===== config.mk =====
export PLATFORM = sky130hd
export DESIGN_NAME = exp_prefix_addsub_pipe
export DESIGN_NICKNAME = d
export VERILOG_FILES = /design/src/rtl/fpu_prefix_pkg.sv /design/src/rtl/prefix_cell.sv /design/src/rtl/exp_prefix_addsub_pipe.sv
export SDC_FILE = /design/constraint.sdc
export NUM_CORES = 1
export LEC_CHECK = 0
export BUFFER_PORTS_ARGS = -buffer_cell sky130_fd_sc_hd__buf_2
export CAP_MARGIN = 25
export CELL_PAD_IN_SITES_DETAIL_PLACEMENT = 1
export CELL_PAD_IN_SITES_GLOBAL_PLACEMENT = 2
export CORE_MARGIN = 10
export CORE_UTILIZATION = 38
export CTS_CLUSTER_DIAMETER = 100
export DETAILED_ROUTE_END_ITERATION = 6
export GPL_TIMING_DRIVEN = 0
export PLACE_DENSITY_LB_ADDON = 0.1
export SETUP_SLACK_MARGIN = 0.05
export SYNTH_ARGS = -nofsm -noshare
export SYNTH_HDL_FRONTEND = slang
export SYNTH_SLANG_ARGS = --single-unit

===== constraint.sdc =====
create_clock -name clk -period 3.3 [get_ports clk]
set_input_delay 0.33 -clock clk [delete_from_list [all_inputs] [get_ports clk]]
set_output_delay 0.33 -clock clk [all_outputs]
set_load 0.05 [all_outputs]

===== src/rtl/fpu_prefix_pkg.sv =====
// Shared definitions for the prefix adder/subtractor: operation encodings and
// prefix-tree depth.
package fpu_prefix_pkg;

  localparam logic [1:0] OP_ADD  = 2'b00;
  localparam logic [1:0] OP_SUB  = 2'b01;
  localparam logic [1:0] OP_ADDC = 2'b10;
  localparam logic [1:0] OP_SUBC = 2'b11;

  function automatic int prefix_levels(input int width);
    return (width < 2) ? 1 : $clog2(width);
  endfunction

endpackage


===== src/rtl/prefix_cell.sv =====
// One prefix-tree node combining a high span (index 1) with a low span (index 0).
// Grey nodes sit on spans that already reach bit 0, so only their generate matters.
module prefix_cell #(
  parameter bit GREY = 1'b0
) (
  input  logic [1:0] gin,
  input  logic [1:0] pin,
  output logic       gout,
  output logic       pout
);

  assign gout = gin[1] | (pin[1] & gin[0]);
  assign pout = GREY ? 1'b0 : (pin[1] & pin[0]);

endmodule


===== src/rtl/exp_prefix_addsub_pipe.sv =====
// Pipelined Sklansky prefix adder/subtractor with valid/ready flow control,
// carry-in modes and carry/overflow/zero flags.
module exp_prefix_addsub_pipe
  import fpu_prefix_pkg::*;
#(
  parameter int WIDTH  = 14,
  parameter int STAGES = 2
) (
  input  logic             clk,
  input  logic             reset_n,
  input  logic             flush,
  input  logic             in_valid,
  output logic             in_ready,
  input  logic [WIDTH-1:0] a,
  input  logic [WIDTH-1:0] b,
  input  logic [1:0]       op,
  input  logic             cin,
  output logic             out_valid,
  input  logic             out_ready,
  output logic [WIDTH-1:0] sum,
  output logic             cout,
  output logic             ovf,
  output logic             zero
);

  localparam int LEVELS = prefix_levels(WIDTH);

  // Which pipeline register (if any) sits right after a given tree level.
  function automatic int boundary_stage(input int lvl);
    for (int k = 1; k < STAGES; k++) begin
      if ((k * LEVELS + STAGES - 1) / STAGES == lvl) return k;
    end
    return 0;
  endfunction

  for (genvar gi = 1; gi <= STAGES; gi++) begin : st
    logic v_reg;
    logic adv;
    logic load;

    if (gi == STAGES) begin : tail
      assign adv = v_reg & out_ready;
    end else begin : mid
      assign adv = v_reg & (st[gi+1].adv | ~st[gi+1].v_reg);
    end

    if (gi == 1) begin : head
      assign load = in_valid & in_ready;
    end else begin : feed
      assign load = st[gi-1].adv;
    end

    always_ff @(posedge clk or negedge reset_n) begin
      if (!reset_n)  v_reg <= 1'b0;
      else if (flush) v_reg <= 1'b0;
      else if (load)  v_reg <= 1'b1;
      else if (adv)   v_reg <= 1'b0;
    end
  end

  assign in_ready  = ~flush & (~st[1].v_reg | st[1].adv);
  assign out_valid = st[STAGES].v_reg;

  // pb_out carries the bitwise propagate, except bit 0 already holds p0^c0 so
  // the carry-in never has to travel down the pipe on its own.
  for (genvar gi = 0; gi <= LEVELS; gi++) begin : lv
    logic [WIDTH-1:0] g_out;
    logic [WIDTH-1:0] p_out;
    logic [WIDTH-1:0] pb_out;

    if (gi == 0) begin : pre
      logic [WIDTH-1:0] b_eff, p0, g0;
      logic             c0;
      assign b_eff  = op[0] ? ~b : b;
      assign c0     = op[1] ? cin : op[0];
      assign p0     = a ^ b_eff;
      assign g0     = a & b_eff;
      assign g_out  = {g0[WIDTH-1:1], g0[0] | (p0[0] & c0)};
      assign p_out  = p0;
      assign pb_out = {p0[WIDTH-1:1], p0[0] ^ c0};
    end else begin : tree
      localparam int D = gi - 1;
      localparam int K = boundary_stage(gi);
      logic [WIDTH-1:0] g_cmb, p_cmb;

      for (genvar gb = 0; gb < WIDTH; gb++) begin : bits
        if (((gb >> D) & 1) == 1) begin : node
          localparam int J = ((gb >> D) << D) - 1;
          prefix_cell #(.GREY(gb < (2 << D))) u_cell (
            .gin  ({lv[gi-1].g_out[gb], lv[gi-1].g_out[J]}),
            .pin  ({lv[gi-1].p_out[gb], lv[gi-1].p_out[J]}),
            .gout (g_cmb[gb]),
            .pout (p_cmb[gb])
          );
        end else begin : pass
          assign g_cmb[gb] = lv[gi-1].g_out[gb];
          assign p_cmb[gb] = lv[gi-1].p_out[gb];
        end
      end

      if (K != 0) begin : rg
        logic [WIDTH-1:0] g_reg, p_reg, pb_reg;
        always_ff @(posedge clk or negedge reset_n) begin
          if (!reset_n) begin
            g_reg  <= '0;
            p_reg  <= '0;
            pb_reg <= '0;
          end else if (st[K].load) begin
            g_reg  <= g_cmb;
            p_reg  <= p_cmb;
            pb_reg <= lv[gi-1].pb_out;
          end
        end
        assign g_out  = g_reg;
        assign p_out  = p_reg;
        assign pb_out = pb_reg;
      end else begin : wire_through
        assign g_out  = g_cmb;
        assign p_out  = p_cmb;
        assign pb_out = lv[gi-1].pb_out;
      end
    end
  end

  logic [WIDTH-1:0] g_fin, sum_next, sum_reg;
  logic             cout_next, ovf_next, zero_next;
  logic             cout_reg, ovf_reg, zero_reg;
  logic             unused_p_fin;

  assign g_fin        = lv[LEVELS].g_out;
  assign unused_p_fin = ^lv[LEVELS].p_out;
  assign sum_next     = lv[LEVELS].pb_out ^ {g_fin[WIDTH-2:0], 1'b0};
  assign cout_next    = g_fin[WIDTH-1];
  assign ovf_next     = g_fin[WIDTH-2] ^ g_fin[WIDTH-1];
  assign zero_next    = ~|sum_next;

  always_ff @(posedge clk or negedge reset_n) begin
    if (!reset_n) begin
      sum_reg  <= '0;
      cout_reg <= 1'b0;
      ovf_reg  <= 1'b0;
      zero_reg <= 1'b0;
    end else if (st[STAGES].load) begin
      sum_reg  <= sum_next;
      cout_reg <= cout_next;
      ovf_reg  <= ovf_next;
      zero_reg <= zero_next;
    end
  end

  assign sum  = sum_reg;
  assign cout = cout_reg;
  assign ovf  = ovf_reg;
  assign zero = zero_reg;

endmodule


==> impl_metrics.yaml <==
grt:
  grt_pass1_vias: 1984
  overflow: 0
  track_usage_pct: 11.8
  antenna_found_initial: 0
  grt_max_degree: 34
  grt_pass1_wl_um: 10500
setup_path:
  crit-reg2reg-launch: "lv[2].g_out[3]"
  cp-endpoint: "zero"
  crit_required_ns: 3.50
  crit_type: "register to register"
  worstReg2RegEnd: "zero"
  critPathBufInv: 0
  path_delay_family: "simple AND/OR/NAND/NOR gates"
  arrival_ns: 2.42
  crit_chain: "a21o_1 -> ha_1 -> or3_1 -> nor4b_1 -> nand4_1 -> o41ai_2"
  cp-start-kind: "register"
  critPathCaptureType: "register"
  cp_num_cells: 6
  cp_max_fo: 5
  cp_slowest_stage_delay_ns: 0.46
  slowest_stage: "dfrtp_1"
  r2r_setup_slack_ns: 1.08
  cp-startpoint: "lv[2].g_out[3]"
  worstRegToRegCells: 6
routing:
  vias: 1864
  ant_nets: 0
  vias_per_cell: 4.83
  top_layer: "met4"
  drc: 0
  drt_iter0_markers: 21
  first_pass_iters: 4
  wirelength_um: 6410
  wire_per_inst_um: 16.6
  routedLengthMet1_um: 2910
  routed-wl-met2_um: 3290
  wl_met3_um: 177
clock_network:
  clk_pin_slew_ns: 0.10
  cts_buffers: 5
  root_buffer: "clkbuf_8"
  clk_latency_ns: 0.30
  cts_buffer_depth: 2
  postCtsHoldBufs: 0
  cts_tree: "done"
  htreeDepth: 2
  clkSinkCount: 54
  postCtsSetupBuffers: 0
  cts_resized: 0
power_and_ir_drop:
  total_power_mw: 2.15
  p_per_area_mw_per_mm2: 682
  ir_drop_v: 0.000327
  leakage_nw: 1.55
synthesis:
  yosysSeqAreaShare_pct: 50.8
  synth_edf_count: 0
  synthesis.yosys.warnings: 0
  avgSynthCellArea_um2: 11.7
  synth.net_count: 280
  postSynthCellCount: 228
  synth_cell_types: 28
  ys.flop_type: "dfrtp_1"
  yosys_register_bits: 54
  synth_area_mm2: 0.00266
  async_reset_ff_share_pct: 100
floorplanning:
  die_x_um: 104
  dieHeight_um: 104
  core_mm2: 0.00679
  ioPinCount: 55
  row_count: 30
  start_util_pct: 39.2
  dieArea_mm2: 0.0108
final_layout:
  nNetsFinal: 341
  drive_above_1_share_pct: 25.2
  diodes: 0
  synthToLayoutAreaGrowth_pct: 18.8
placement:
  dp_hpwl_um: 5100
  portBuffers: 53
  place_congestion: 0.725
sta:
  rsz0062_at_grt: "false"
  fin_skew_ns: 0.00676
  fmax_ghz: 0.450
  finalHoldViolations: 0
  drv_slew: 0
  min_period_over_period_pct: 67.3
  timing_worst_slew_pin_value_ns: 0.803
  period_minus_slack_ns: 2.22
  tns_ns: 0
  setup_viol: 0
  relSlewSlack_pct: 46.5
outcome:
  status: "finished clean"
hold_path:
  hold_class: "input pin to asynchronous set/reset pin"
run:
  max_cap_viol_count: 0
## Yosys cell counts (2+ instances only)
master,instances,share of area [%]
mux2_1,29,12
nand2b_1,2,0.47
nand3_1,2,0.38
nor2_1,7,0.99
o21ai_1,16,3.0
a21o_1,9,2.5
ha_1,15,7.1
inv_1,2,0.28
a21oi_1,13,2.4
dfrtp_1,54,51
clkbuf_1,3,0.42
nand2_1,25,3.5
mux2_2,2,0.85
nand4_1,3,0.71
buf_2,7,1.3
xnor2_1,4,1.3
xor2_1,21,6.9
o21ai_0,4,0.75
## metrics by stage
| stage | hold slack, ns | util (%) | setup WS (ns) | std cells | area (um^2) |
|---|---|---|---|---|---|
| 5_1_grt | 0.174 | 46.5 | 0.886 | 386 | 3160 |
| 4_1_cts | 0.143 | 46.5 | 1.05 | 386 | 3160 |
| 3_3_place_gp | 0.457 | 44.8 | 0.950 | 377 | 3050 |
| 6_report | 0.112 | 46.5 | 1.08 | 386 | 3160 |
| 2_1_floorplan | 0.0344 | - | 0.884 | 228 | 2660 |
| 3_5_place_dp | 0.464 | 45.2 | 0.930 | 378 | 3070 |
## layout by cell type, fill, tap and decap left out, types with 2 or more instances in the layout
master,netlist,layout
a21o_1,9,9
a21oi_1,13,13
buf_2,7,60
clkbuf_1,3,4
clkbuf_8,0,5
dfrtp_1,54,54
ha_1,15,15
inv_1,2,2
mux2_1,29,29
mux2_2,2,2
nand2_1,25,25
nand2b_1,2,2
nand3_1,2,2
nand4_1,3,3
nor2_1,7,7
o21ai_0,4,4
o21ai_1,16,16
xnor2_1,4,4
xor2_1,21,21
## kinds of logic after synthesis
group,Yosys count,synth area share (%)
flip-flops,54,50.8
AND/OR/NAND/NOR,44,7.62
buffers and inverters,12,2.02
multiplexers,32,13.5
XOR/XNOR,25,8.23
AO/OA/AOI/OAI,45,10.1
adder cells (fa/ha/maj),16,7.80
## area by class of cell
cell class | instances | area, um^2
fill | 773 | 3630
sequential | 54 | 1350
tap | 96 | 120
clock inverter | 2 | 13.8
multi-input combinational | 162 | 1260
timing repair buffer | 54 | 293
inverter | 2 | 7.51
buffer | 10 | 46.3
clock buffer | 6 | 72.6
## metal layers
layer | GRT usage [%] | vias up
li1 | - | 910
met1 | 14.5 | 925
met2 | 20.8 | 27
met3 | 2.17 | 2
met4 | 2.68 | 0
met5 | 0 | -
## how the worst min path moves through the flow
stage / slack [ns] / startpoint / cells past startpoint / endpoint
floorplan: 0.03 / reset_n / 0 / cout
global placement: 0.46 / sum[11] / 2 / sum[11]
detailed placement: 0.46 / zero / 2 / zero
CTS: 0.14 / reset_n / 1 / lv[2].g_out[9]
global route: 0.17 / reset_n / 1 / out_valid
finish: 0.11 / reset_n / 1 / sum[12]
## where the power goes
group / leakage, nW / internal [mW] / switching [mW]
Clock: 0.0452 / 0.151 / 0.217
Combinational: 0.838 / 0.270 / 0.575
Sequential: 0.669 / 0.835 / 0.107
Total: 1.55 / 1.26 / 0.899
No activity file was read; power rests on OpenSTA's default activity.
